$ cat config.mk
export PLATFORM = sky130hd
export DESIGN_NAME = mult_div_unit_flat
export DESIGN_NICKNAME = d
export VERILOG_FILES = /design/src/rtl/mdu_pkg.sv /design/src/rtl/mult_div_unit_if.sv /design/src/rtl/mult_div_unit.sv /design/src/flat_wrapper.sv
export SDC_FILE = /design/constraint.sdc
export NUM_CORES = 1
export LEC_CHECK = 0
export CAP_MARGIN = 5
export CORE_UTILIZATION = 40
export CTS_CLUSTER_SIZE = 12
export DETAILED_ROUTE_END_ITERATION = 10
export DONT_BUFFER_PORTS = 1
export PLACE_DENSITY = 0.54
export SLEW_MARGIN = 20
export SYNTH_ARGS = -nofsm -noshare
export SYNTH_HDL_FRONTEND = slang
export SYNTH_SLANG_ARGS = --single-unit
$ cat constraint.sdc
create_clock -name clk -period 5.94 [get_ports clk]
set_clock_uncertainty 0.1 [all_clocks]
set_input_delay 1.188 -clock clk [delete_from_list [all_inputs] [get_ports clk]]
set_output_delay 1.188 -clock clk [all_outputs]
set_load 0.01 [all_outputs]
$ cat src/rtl/mdu_pkg.sv
// Shared definitions for the iterative multiply/divide unit:
// opcode encodings, control states and the default operand width.
package mdu_pkg;

    localparam int MDU_DATA_WIDTH = 32;

    typedef enum logic [1:0] {
        OP_MULTU = 2'b00,
        OP_MULT  = 2'b01,
        OP_DIVU  = 2'b10,
        OP_DIV   = 2'b11
    } mdu_op_e;

    typedef enum logic [1:0] {
        IDLE,
        CALC,
        SIGN,
        DONE
    } mdu_state_e;

endpackage

$ cat src/rtl/mult_div_unit_if.sv
// Request/result bundle between the datapath control (master) and the
// multiply/divide unit (slave).
interface mult_div_unit_if
    import mdu_pkg::*;
#(
    parameter int DATA_WIDTH = MDU_DATA_WIDTH
);

    logic                  start;
    logic [1:0]            op;
    logic [DATA_WIDTH-1:0] src_a;
    logic [DATA_WIDTH-1:0] src_b;
    logic                  busy;
    logic                  done;
    logic [DATA_WIDTH-1:0] hi;
    logic [DATA_WIDTH-1:0] lo;
    logic                  div_by_zero;

    modport master (
        output start, op, src_a, src_b,
        input  busy, done, hi, lo, div_by_zero
    );

    modport slave (
        input  start, op, src_a, src_b,
        output busy, done, hi, lo, div_by_zero
    );

endinterface

$ cat src/rtl/mult_div_unit.sv
// Iterative MULT/MULTU/DIV/DIVU unit: one operand bit per cycle on unsigned
// magnitudes, sign fix-up in a separate cycle, HI/LO held until the next result.
module mult_div_unit
    import mdu_pkg::*;
#(
    parameter int DATA_WIDTH = MDU_DATA_WIDTH
) (
    input  logic           clk,
    input  logic           rst_n,
    mult_div_unit_if.slave bus
);

    localparam int W  = DATA_WIDTH;
    localparam int CW = $clog2(DATA_WIDTH);

    function automatic logic [W-1:0] neg_w(input logic [W-1:0] x);
        return -x;
    endfunction

    // Shift-add: multiplier sits in acc[W-1:0] and is consumed LSB first.
    function automatic logic [2*W-1:0] mul_step(input logic [2*W-1:0] acc,
                                                input logic [W-1:0]   mcand);
        logic [W:0] sum;
        sum = {1'b0, acc[2*W-1:W]} + {1'b0, mcand};
        if (acc[0]) return {sum, acc[W-1:1]};
        return {1'b0, acc[2*W-1:1]};
    endfunction

    // Restoring division step; returns {remainder, quotient/dividend shift}.
    function automatic logic [2*W:0] div_step(input logic [W:0]   rem,
                                              input logic [W-1:0] quo,
                                              input logic [W-1:0] dvsr);
        logic [W+1:0] shifted;
        logic [W+1:0] diff;
        shifted = {rem, quo[W-1]};
        diff    = shifted - {2'b00, dvsr};
        if (!diff[W+1]) return {diff[W:0], quo[W-2:0], 1'b1};
        return {shifted[W:0], quo[W-2:0], 1'b0};
    endfunction

    mdu_state_e     state_q, state_d;
    logic [CW-1:0]  cnt_q, cnt_d;
    mdu_op_e        op_q, op_d;
    logic           sign_a_q, sign_a_d;
    logic           sign_x_q, sign_x_d;
    logic           bzero_q, bzero_d;
    logic [W-1:0]   hi_q, hi_d;
    logic [W-1:0]   lo_q, lo_d;
    logic           dbz_q, dbz_d;

    logic [2*W-1:0] acc_q, acc_d;
    logic [W:0]     rem_q, rem_d;
    logic [W-1:0]   opnd_q, opnd_d;
    logic [W-1:0]   orig_a_q, orig_a_d;

    logic           accept;
    logic           a_neg, b_neg;
    logic [W-1:0]   a_mag, b_mag;
    logic [2*W:0]   div_next;
    logic [2*W-1:0] prod;

    always_comb begin
        state_d  = state_q;
        cnt_d    = cnt_q;
        op_d     = op_q;
        sign_a_d = sign_a_q;
        sign_x_d = sign_x_q;
        bzero_d  = bzero_q;
        hi_d     = hi_q;
        lo_d     = lo_q;
        dbz_d    = dbz_q;
        acc_d    = acc_q;
        rem_d    = rem_q;
        opnd_d   = opnd_q;
        orig_a_d = orig_a_q;

        a_neg    = bus.op[0] & bus.src_a[W-1];
        b_neg    = bus.op[0] & bus.src_b[W-1];
        a_mag    = a_neg ? neg_w(bus.src_a) : bus.src_a;
        b_mag    = b_neg ? neg_w(bus.src_b) : bus.src_b;
        accept   = bus.start && (state_q == IDLE || state_q == DONE);
        div_next = div_step(rem_q, acc_q[W-1:0], opnd_q);
        prod     = sign_x_q ? -acc_q : acc_q;

        case (state_q)
            IDLE: state_d = IDLE;
            CALC: begin
                if (op_q == OP_DIVU || op_q == OP_DIV) begin
                    {rem_d, acc_d[W-1:0]} = div_next;
                end else begin
                    acc_d = mul_step(acc_q, opnd_q);
                end
                cnt_d = cnt_q - CW'(1);
                if (cnt_q == '0) state_d = SIGN;
            end
            SIGN: begin
                state_d = DONE;
                if (op_q == OP_DIVU || op_q == OP_DIV) begin
                    if (bzero_q) begin
                        hi_d  = orig_a_q;
                        lo_d  = '1;
                        dbz_d = 1'b1;
                    end else begin
                        lo_d  = sign_x_q ? neg_w(acc_q[W-1:0]) : acc_q[W-1:0];
                        hi_d  = sign_a_q ? neg_w(rem_q[W-1:0]) : rem_q[W-1:0];
                        dbz_d = 1'b0;
                    end
                end else begin
                    hi_d  = prod[2*W-1:W];
                    lo_d  = prod[W-1:0];
                    dbz_d = 1'b0;
                end
            end
            DONE:    state_d = IDLE;
            default: state_d = IDLE;
        endcase

        // Acceptance overrides the IDLE/DONE defaults and loads the magnitudes.
        if (accept) begin
            state_d  = CALC;
            cnt_d    = CW'(W-1);
            op_d     = mdu_op_e'(bus.op);
            sign_a_d = a_neg;
            sign_x_d = a_neg ^ b_neg;
            bzero_d  = (bus.src_b == '0);
            orig_a_d = bus.src_a;
            rem_d    = '0;
            if (bus.op[1]) begin
                acc_d  = {{W{1'b0}}, a_mag};
                opnd_d = b_mag;
            end else begin
                acc_d  = {{W{1'b0}}, b_mag};
                opnd_d = a_mag;
            end
        end
    end

    always_ff @(posedge clk or negedge rst_n) begin
        if (!rst_n) begin
            state_q  <= IDLE;
            cnt_q    <= '0;
            op_q     <= OP_MULTU;
            sign_a_q <= 1'b0;
            sign_x_q <= 1'b0;
            bzero_q  <= 1'b0;
            hi_q     <= '0;
            lo_q     <= '0;
            dbz_q    <= 1'b0;
        end else begin
            state_q  <= state_d;
            cnt_q    <= cnt_d;
            op_q     <= op_d;
            sign_a_q <= sign_a_d;
            sign_x_q <= sign_x_d;
            bzero_q  <= bzero_d;
            hi_q     <= hi_d;
            lo_q     <= lo_d;
            dbz_q    <= dbz_d;
        end
    end

    // Working registers are always reloaded on acceptance, so they need no reset.
    always_ff @(posedge clk) begin
        acc_q    <= acc_d;
        rem_q    <= rem_d;
        opnd_q   <= opnd_d;
        orig_a_q <= orig_a_d;
    end

    assign bus.busy        = (state_q == CALC) || (state_q == SIGN);
    assign bus.done        = (state_q == DONE);
    assign bus.hi          = hi_q;
    assign bus.lo          = lo_q;
    assign bus.div_by_zero = dbz_q;

endmodule

$ cat src/flat_wrapper.sv
// flat-port wrapper written by rule: the top's interface ports become plain ports
module mult_div_unit_flat import mdu_pkg::*;
#(
    parameter int DATA_WIDTH = MDU_DATA_WIDTH
)
  (clk, rst_n, bus_start, bus_op, bus_src_a, bus_src_b, bus_busy, bus_done, bus_hi, bus_lo, bus_div_by_zero);
  mult_div_unit_if #(.DATA_WIDTH(DATA_WIDTH)) bus_i ();
  input  logic clk;
  input  logic rst_n;
  input wire logic [$bits(bus_i.start)-1:0] bus_start;
  input wire logic [$bits(bus_i.op)-1:0] bus_op;
  input wire logic [$bits(bus_i.src_a)-1:0] bus_src_a;
  input wire logic [$bits(bus_i.src_b)-1:0] bus_src_b;
  output wire logic [$bits(bus_i.busy)-1:0] bus_busy;
  output wire logic [$bits(bus_i.done)-1:0] bus_done;
  output wire logic [$bits(bus_i.hi)-1:0] bus_hi;
  output wire logic [$bits(bus_i.lo)-1:0] bus_lo;
  output wire logic [$bits(bus_i.div_by_zero)-1:0] bus_div_by_zero;
  assign bus_i.start = bus_start;
  assign bus_i.op = bus_op;
  assign bus_i.src_a = bus_src_a;
  assign bus_i.src_b = bus_src_b;
  assign bus_busy = bus_i.busy;
  assign bus_done = bus_i.done;
  assign bus_hi = bus_i.hi;
  assign bus_lo = bus_i.lo;
  assign bus_div_by_zero = bus_i.div_by_zero;
  mult_div_unit #(.DATA_WIDTH(DATA_WIDTH)) u_core (.clk(clk), .rst_n(rst_n), .bus(bus_i));
endmodule
After elaboration in Yosys (flattened, before gate mapping)
Index checks and enable logic that the tools add are counted.
{"block": "op_classes", "reduce_logical": 11, "bitwise_logic": 3, "muxes": 28, "eq_ne": 7, "n_addsub": 8}
{"op": "32-bit two-way mux", "count": 12}
{"op": "64-bit two-way mux", "count": 5}
{"op": "32-bit negator", "count": 4}
{"op": "65-bit two-way mux", "count": 1}
{"op": "64-bit negator", "count": 1}
{"op": "34-bit by 32-bit subtractor with 34-bit output", "count": 1}
{"op": "32-bit by 32-bit adder with 33-bit output", "count": 1}
{"op": "32-bit logical NOT", "count": 1}
{"op": "5-bit two-way mux", "count": 2}
{"op": "2-bit == test (second input constant)", "count": 4}
{"op": "2-bit one-hot mux with 3 select lines", "count": 1}
{"op": "5-bit logical NOT", "count": 1}
{"op": "1-bit two-way mux", "count": 5}
{"op": "5-bit by 1-bit subtractor with 5-bit output (second input constant)", "count": 1}
{"op": "2-bit two-way mux", "count": 2}
{"op": "2-bit AND reduction", "count": 2}
{"op": "1-bit logical OR", "count": 3}
{"op": "3-bit by 1-bit != test with 1-bit output (second input constant)", "count": 1}
{"op": "1-bit AND", "count": 2}
{"op": "2-bit by 1-bit == test with 1-bit output (second input constant)", "count": 1}
{"op": "2-bit logical NOT", "count": 1}
{"op": "2-bit by 1-bit != test with 1-bit output (second input constant)", "count": 1}
{"op": "2-bit nonzero test", "count": 1}
{"op": "2-bit OR reduction", "count": 1}
{"op": "other kinds (2)", "count": 2}
{"block": "word_totals", "word_cells": 71, "regBits": 238, "in_bits": 69, "output_inout_bits": 67}

Logic depth before layout (Yosys ltp)
Gate-level depths: netlist (run 1).
{"block": "depth", "depth_word": 8, "depth_mapped": 15, "ltp_nobuf": 12}

Worst setup path before layout (run 1)
OpenSTA, ideal clock, no wires.
{"block": "synth_timing", "kind": "input to register", "from": "in bus_start", "to": "reg u_core.opnd_q[0], enable pin", "setup_ps": 453, "required_time_ps": 5387, "t_arrival_ps": 3611, "stages": 4, "setup_slack_ps": 1775, "path_buffers": 2, "path_cell_list": "nand2_1 -> clkinv_1 -> clkbuf_1 -> clkbuf_1"}
{"block": "synth_via", "elab_chain_cells": 1}
{"element": "from (decl)", "line": "flat_wrapper.sv:10", "text": "input wire logic [$bits(bus_i.start)-1:0] bus_start;"}
{"element": "1-bit logical AND", "line": "mult_div_unit.sv:81", "text": "accept = bus.start && (state_q == IDLE || state_q == DONE);"}
{"element": "via u_core.accept", "line": "mult_div_unit.sv:56", "text": "logic accept;"}
{"element": "to (signal assigned)", "line": "mult_div_unit.sv:166", "text": "opnd_q <= opnd_d;"}
{"element": "to (decl)", "line": "mult_div_unit.sv:53", "text": "logic [W-1:0] opnd_q, opnd_d;"}
The timed path passes the listed nets, and every way through them passes these cells.
A chain may end at the register's enable or synchronous reset.

Worst setup path in the final report (run 1)
{"block": "layout_timing", "from": "reg u_core.acc_q[32]", "to": "reg u_core.acc_q[51] (data pin)"}
{"block": "layout_via", "elab_chain_cells": 6}
{"element": "from (decl)", "line": "mult_div_unit.sv:51", "text": "logic [2*W-1:0] acc_q, acc_d;"}
{"element": "from (signal assigned)", "line": "mult_div_unit.sv:164", "text": "acc_q <= acc_d;"}
{"element": "32-bit by 32-bit adder with 33-bit output", "line": "mult_div_unit.sv:24", "text": "sum = {1'b0, acc[2*W-1:W]} + {1'b0, mcand};"}
{"element": "64-bit two-way mux", "line": "mult_div_unit.sv:25", "text": "if (acc[0]) return {sum, acc[W-1:1]};"}
{"element": "64-bit two-way mux", "line": "mult_div_unit.sv:26", "text": "return {1'b0, acc[2*W-1:1]};"}
{"element": "32-bit two-way mux", "line": "mult_div_unit.sv:88", "text": "if (op_q == OP_DIVU || op_q == OP_DIV) begin"}
{"element": "64-bit two-way mux", "line": "mult_div_unit.sv:85", "text": "case (state_q)"}
{"element": "64-bit two-way mux", "line": "mult_div_unit.sv:119", "text": "if (accept) begin"}
Every way passes these cells. The select of a mux whose other input is x is not followed.

==> impl_metrics.yaml, run 1 <==
setup_path:
  start_kind: "register"
  r2r_slack_ns: 1.83
  crit_required_ns: 6.15
  crit_path_end_kind: "register"
  crit_arrival_ns: 4.33
  critPathMaxFanout: 5
  path_class: "register to register"
clocking:
  clock-sinks: 237
  post-cts-setup-buffer-count: 0
  tritoncts: "yes"
  cts_buffers: 28
  ctsRootBufferMaster: "clkbuf_16"
  clk_pin_slew_worst_paths_ns: 0.06
  cts-resized-gates: 0
  insertion_delay_ns: 0.58
  clk_path_buf_depth: 3
  cts_hold_buf: 0
  cts_htree_levels: 1
logic_synthesis:
  avgSynthCellArea_um2: 9.08
  synthCells: 1902
  yosysSeqAreaShare: 0.371
  synth_cell_type_count: 94
  syn_area_mm2: 0.0173
  synth-main-ff-cell: "edfxtp_1"
  async_reset_ff_frac: 0.321
  synth_edf_count: 128
  yosys_warnings: 0
  synth_nets: 2047
  synth-seq-cells: 237
detailed_routing:
  antenna_left: 0
  drc: 0
  firstDrtPassIters: 5
  vias_per_cell: 6.09
  routedWlPerCell_um: 24.3
  initialDrtViolationCount: 1283
  wirelength_mm: 58.5
  vias: 14700
global_route:
  antenna_found_initial: 0
  grt_pass1_wl_mm: 87.8
  grt.total_usage: 0.263
  top_usage_layer: "met2"
  grt_use_met2: 0.401
  met3_usage: 0.0540
  grt_pass1_vias: 14000
  grt_overflow_total: 0
  grt_max_degree: 77
  use_met1: 0.364
placed_design:
  dp_cells: 2357
  io_buffer_count: 0
  gp_congestion: 0.918
  dp_hpwl_mm: 44.0
job:
  maxCapViolations: 0
sta:
  setup_viol: 0
  finalCritPeriodShare: 0.693
  slew_headroom: 0.348
  worst_slew_pin_slew_ns: 0.979
  rsz0062_at_grt: "no"
  fmax_mhz: 243
  fin_tns_setup_ns: 0
  min_period_ns: 4.11
  final_max_slew_viol_count: 0
  hold_violations: 0
  holdWs_ns: 0.213
final_layout:
  diodes: 0
  drive_gt1_frac: 0.0610
  syn2layout_area_growth_pct: 7.55
  post-route-util: 0.440
  instances_no_fill: 2409
  nets: 1993
pwr:
  power_density_mw_per_mm2: 660
  power_frac_comb: 0.548
  sw_frac_of_total: 0.486
  switching_power_mw: 5.96
  ir_worst_vdd_uv: 422
  leakage_nw: 7.15
  p_int_mw: 6.29
  finalPower_mw: 12.3
  clkPwrFrac: 0.137
  seq_power_share: 0.315
die:
  io_pins: 136
  chipHeight_um: 210
  num_rows: 75
  core_area_mm2: 0.0422
  fp.dieW_um: 210
  die_area_mm2: 0.0440
  initial_core_util: 0.409
hold_path:
  min_path_type: "primary input to asynchronous set/reset pin"
run_status:
  outcome: "completed"
==> layout by cell type, fill, tap and decap left out, types with 20 or more instances in the layout <==
cell	count
o31ai_1	33
nand2b_1	28
nor3_1	31
nand2_1	150
mux2i_1	110
o21ai_1	21
o21ai_0	115
xor2_1	105
or3_1	20
nor2_1	171
dfrtp_1	73
nand3_1	40
a21o_1	25
o211ai_1	30
dfxtp_1	33
edfxtp_1	128
clkbuf_16	29
xnor2_1	96
a21oi_1	169
ha_1	73
inv_1	72
==> registers in the layout (all words and copies together) (netlist names), 2 cells and up <==
name / cells
u_core.opnd_q: 32
u_core.rem_q: 33
u_core.state_q: 2
u_core.cnt_q: 5
u_core.bus.hi: 32
u_core.acc_q: 64
u_core.bus.lo: 32
u_core.orig_a_q: 32
==> worst max-delay path, cell delays in order (launching register included) <==
cell,delay [ns]
edfxtp_1,0.50
ha_1,0.27
fa_1,0.42
a21o_1,0.20
a221oi_1,0.53
nor2_1,0.20
a31oi_1,0.60
o221a_2,0.29
nor2_1,0.04
o21ai_0,0.32
nor4_1,0.09
a211o_1,0.29
==> final timing paths <==
check / startpoint / endpoint / cells after the start
setup / recovery: u_core.acc_q[32] / u_core.acc_q[51] / 11
hold / removal: rst_n / u_core.bus.hi[15] / 0
setup reg to reg: u_core.acc_q[32] / u_core.acc_q[51] / 11
hold reg to reg: u_core.cnt_q[4] / u_core.cnt_q[4] / 2
max in group asynchronous: rst_n / u_core.bzero_q / 0
min in group clk: u_core.cnt_q[4] / u_core.cnt_q[4] / 2
==> layout make-up <==
type	count	area, µm²
inverter	74	280
tap	539	674
sequential	237	6410
timing repair buffer	19	155
fill	4130	23700
multi-input combinational	1488	10200
clock inverter	16	109
clock buffer	36	772
==> metrics by stage <==
step           area (µm²)  setup WS, ns
2_1_floorplan       17300          1.78
6_report            18600          1.83
3_5_place_dp        17700          1.86
4_1_cts             18600          1.98
5_1_grt             18600          1.75
3_3_place_gp        17700          1.92
==> power by group through the flow <==
stage / Sequential, mW / Combinational (mW) / Clock (mW)
final: 3.86 / 6.71 / 1.68
after global routing: 3.95 / 7.39 / 1.76
after CTS: 3.85 / 6.65 / 1.71
after detailed placement: 3.87 / 6.61 / 0
after global placement: 3.87 / 6.57 / 0
after floorplan: 3.45 / 5.01 / 0
==> kinds of logic after synthesis <==
group | after synthesis | synth area share
compound gates | 550 | 0.208
simple gates | 548 | 0.157
flops | 237 | 0.371
xor+xnor | 201 | 0.102
buf+inv | 177 | 0.0409
mux | 113 | 0.0657
fa+ha+maj | 76 | 0.0560
==> synthesized netlist by cell type (11+ instances only) <==
| cell type | number | area, µm² |
|---|---|---|
| a221oi_1 | 11 | 96.3 |
| xor2_1 | 105 | 920 |
| a211oi_1 | 11 | 82.6 |
| xnor2_1 | 96 | 841 |
| a21o_1 | 25 | 188 |
| nand2b_1 | 28 | 175 |
| nor2_1 | 172 | 646 |
| a31oi_1 | 14 | 87.6 |
| nand4_1 | 15 | 93.8 |
| nor4_1 | 17 | 106 |
| o31ai_1 | 33 | 248 |
| nor3_1 | 31 | 155 |
| o21a_1 | 12 | 90.1 |
| buf_1 | 12 | 45.0 |
| o41ai_1 | 18 | 158 |
| a21oi_1 | 169 | 846 |
| o21ai_1 | 21 | 105 |
| nand3_1 | 40 | 200 |
| o221ai_1 | 15 | 131 |
| o21ai_0 | 116 | 581 |
| or4_1 | 14 | 105 |
| or3_1 | 20 | 125 |
| ha_1 | 74 | 926 |
| dfxtp_1 | 33 | 661 |
| edfxtp_1 | 128 | 3840 |
| inv_1 | 72 | 270 |
| clkbuf_1 | 77 | 289 |
| and2_1 | 11 | 68.8 |
| nand2_1 | 151 | 567 |
| o211ai_1 | 30 | 225 |
| dfrtp_1 | 76 | 1900 |
| mux2i_1 | 110 | 1100 |
==> per-layer routing <==
metal | wire, µm | share of wire
met5 | 0 | 0
met4 | 2280 | 0.039
met3 | 4320 | 0.074
met2 | 25800 | 0.44
met1 | 26100 | 0.45
(Power assumes the default switching activity.)
==> run 2, diff against run 1 <==
==> constraint.sdc (replaced) <==
create_clock -name clk -period 3.9 [get_ports clk]
set_clock_uncertainty 0.1 [all_clocks]
set_input_delay 0.78 -clock clk [delete_from_list [all_inputs] [get_ports clk]]
set_output_delay 0.78 -clock clk [all_outputs]
set_load 0.01 [all_outputs]
==> impl_metrics.yaml, run 2 (same netlist as run 1, synthesis figures left out) <==
global_route:
  antenna_found_initial: 1
  grt_max_degree: 77
  grt_pass1_vias: 14000
  grt_overflow_total: 0
  grt_pass1_wl_mm: 89.4
  grt.total_usage: 0.267
final_layout:
  final_common_cell: "nor2_1"
  post-route-util: 0.446
  drive_gt1_frac: 0.0727
  nets: 2022
  final_area_mm2: 0.0189
  diodes: 0
  largest_register: "u_core.acc_q"
  largest_register_ffs: 64
  largestRegisters: "u_core.acc_q: 64 flops, u_core.rem_q: 33 flops"
  layout_common_cells: "nor2_1 (172), a21oi_1 (169), nand2_1 (150)"
  instances_no_fill: 2438
  syn2layout_area_growth_pct: 9.21
die:
  num_rows: 75
  die_area_mm2: 0.0440
  core_area_mm2: 0.0422
  fp.dieW_um: 210
  io_pins: 136
  initial_core_util: 0.409
  chipHeight_um: 210
run_status:
  outcome: "completed"
clocking:
  post-cts-setup-buffer-count: 0
  clk_pin_slew_worst_paths_ns: 0.07
  cts_htree_levels: 1
  insertion_delay_ns: 0.57
  cts_buffers: 29
  ctsRootBufferMaster: "clkbuf_16"
  tritoncts: "yes"
  clock-sinks: 237
  clk_path_buf_depth: 3
detailed_routing:
  wirelength_mm: 59.6
  vias: 14900
  antenna_left: 0
  initialDrtViolationCount: 1423
  drc: 0
  firstDrtPassIters: 6
  vias_per_cell: 6.09
  routedWlPerCell_um: 24.4
setup_path:
  crit_path_end_kind: "register"
  crit_required_ns: 4.10
  critPathMaxFanout: 3
  crit_path_cell_trace: "ha_1 > fa_1 > a21o_1 > a221oi_1 > buf_4 > nor2_1 > a311o_1 > a21boi_1 > nor2b_1 > o21ai_0 > nor4_1 > a211o_1"
  crit_arrival_ns: 3.75
  cpMaxStageDelayCell: "a311o_1"
  path_class: "register to register"
  start_kind: "register"
  cpPeakStageDelay_ns: 0.44
sta:
  fmax_mhz: 282
  hold_violations: 0
  rsz0062_at_grt: "no"
  fin_ws_ns: 0.349
  finalCritPeriodShare: 0.910
  slew_headroom: 0.240
  min_period_ns: 3.55
  fin_tns_setup_ns: 0
  setup_viol: 0
  worst_slew_pin_slew_ns: 1.14
  final_max_slew_viol_count: 0
placed_design:
  place_ws_ns: 0.402
  io_buffer_count: 0
  gp_congestion: 0.937
  dp_hpwl_mm: 45.4
  dp_cells: 2384
  place_area_mm2: 0.0179
job:
  maxCapViolations: 0
hold_path:
  min_path_type: "primary input to asynchronous set/reset pin"
pwr:
  power_density_mw_per_mm2: 1010
  leakage_nw: 7.31
  ir_worst_vdd_uv: 506
==> run 2: cell types whose count changed in the layout (fill, tap and decap cells not counted), moves of 2 or more <==
cell,change
buf_4,+26
clkinv_2,-4
clkbuf_1,+3
clkbuf_8,+3
inv_4,-2
==> run 2: area by class of cell <==
type,count,area (µm²)
clock buffer,42,825
clock inverter,11,103
fill,4099,23400
inverter,74,280
multi-input combinational,1488,10200
sequential,237,6410
tap,539,674
timing repair buffer,47,398
==> run 2: path summary, 6_finish.rpt <==
| check | startpoint | end | slack [ns] | cells after the start |
|---|---|---|---|---|
| worst max register to register | u_core.opnd_q[0] | u_core.acc_q[55] | 0.35 | 12 |
| worst max-delay path | u_core.opnd_q[0] | u_core.acc_q[55] | 0.35 | 12 |
| worst min register to register | u_core.cnt_q[4] | u_core.cnt_q[4] | 0.43 | 2 |
| worst min-delay path | rst_n | u_core.bus.lo[30] | 0.01 | 1 |
| max in group asynchronous | rst_n | u_core.bzero_q | 3.33 | 1 |
| min in group clk | bus_src_a[12] | u_core.orig_a_q[12] | 0.20 | 0 |
==> run 2: what timing repair did <==
item | 4_1_cts | 5_1_grt
hold buffers | 1 | 0
gates resized for setup | 0 | 0
endpoints found under the hold margin | 76 | 0
==> run 2: power by group <==
part	internal, mW	total [mW]	switching, mW	leakage, nW
Combinational	4.01	10.4	6.34	4.50
Clock	1.58	2.68	1.10	0.453
Sequential	4.23	5.93	1.70	2.37
==> run 2: routing by layer <==
metal / wire length (µm) / vias to the layer above / track usage
met5: 0 / - / 0
met4: 1560 / 0 / 0.0672
met3: 3930 / 73 / 0.0385
met2: 27100 / 525 / 0.425
met1: 27000 / 7287 / 0.379
li1: - / 6971 / -
==> run 2: per-stage QoR <==
stage | hold slack, ns | total power, mW
after global placement | 0.386 | 16.1
after floorplan | 0.384 | 12.9
after CTS | 0.0292 | 18.9
after global routing | 0.0421 | 20.2
final | 0.0149 | 19.0
after detailed placement | 0.386 | 16.1
==> run 2: worst max-delay path, delay by kind of cell (launching register included) <==
family,cells,cell delay [ns]
adder cells (fa/ha/maj),2,0.68
buffers and inverters,1,0.18
AND/OR/NAND/NOR,3,0.25
AO/OA/AOI/OAI,6,1.66
flip-flops,1,0.41
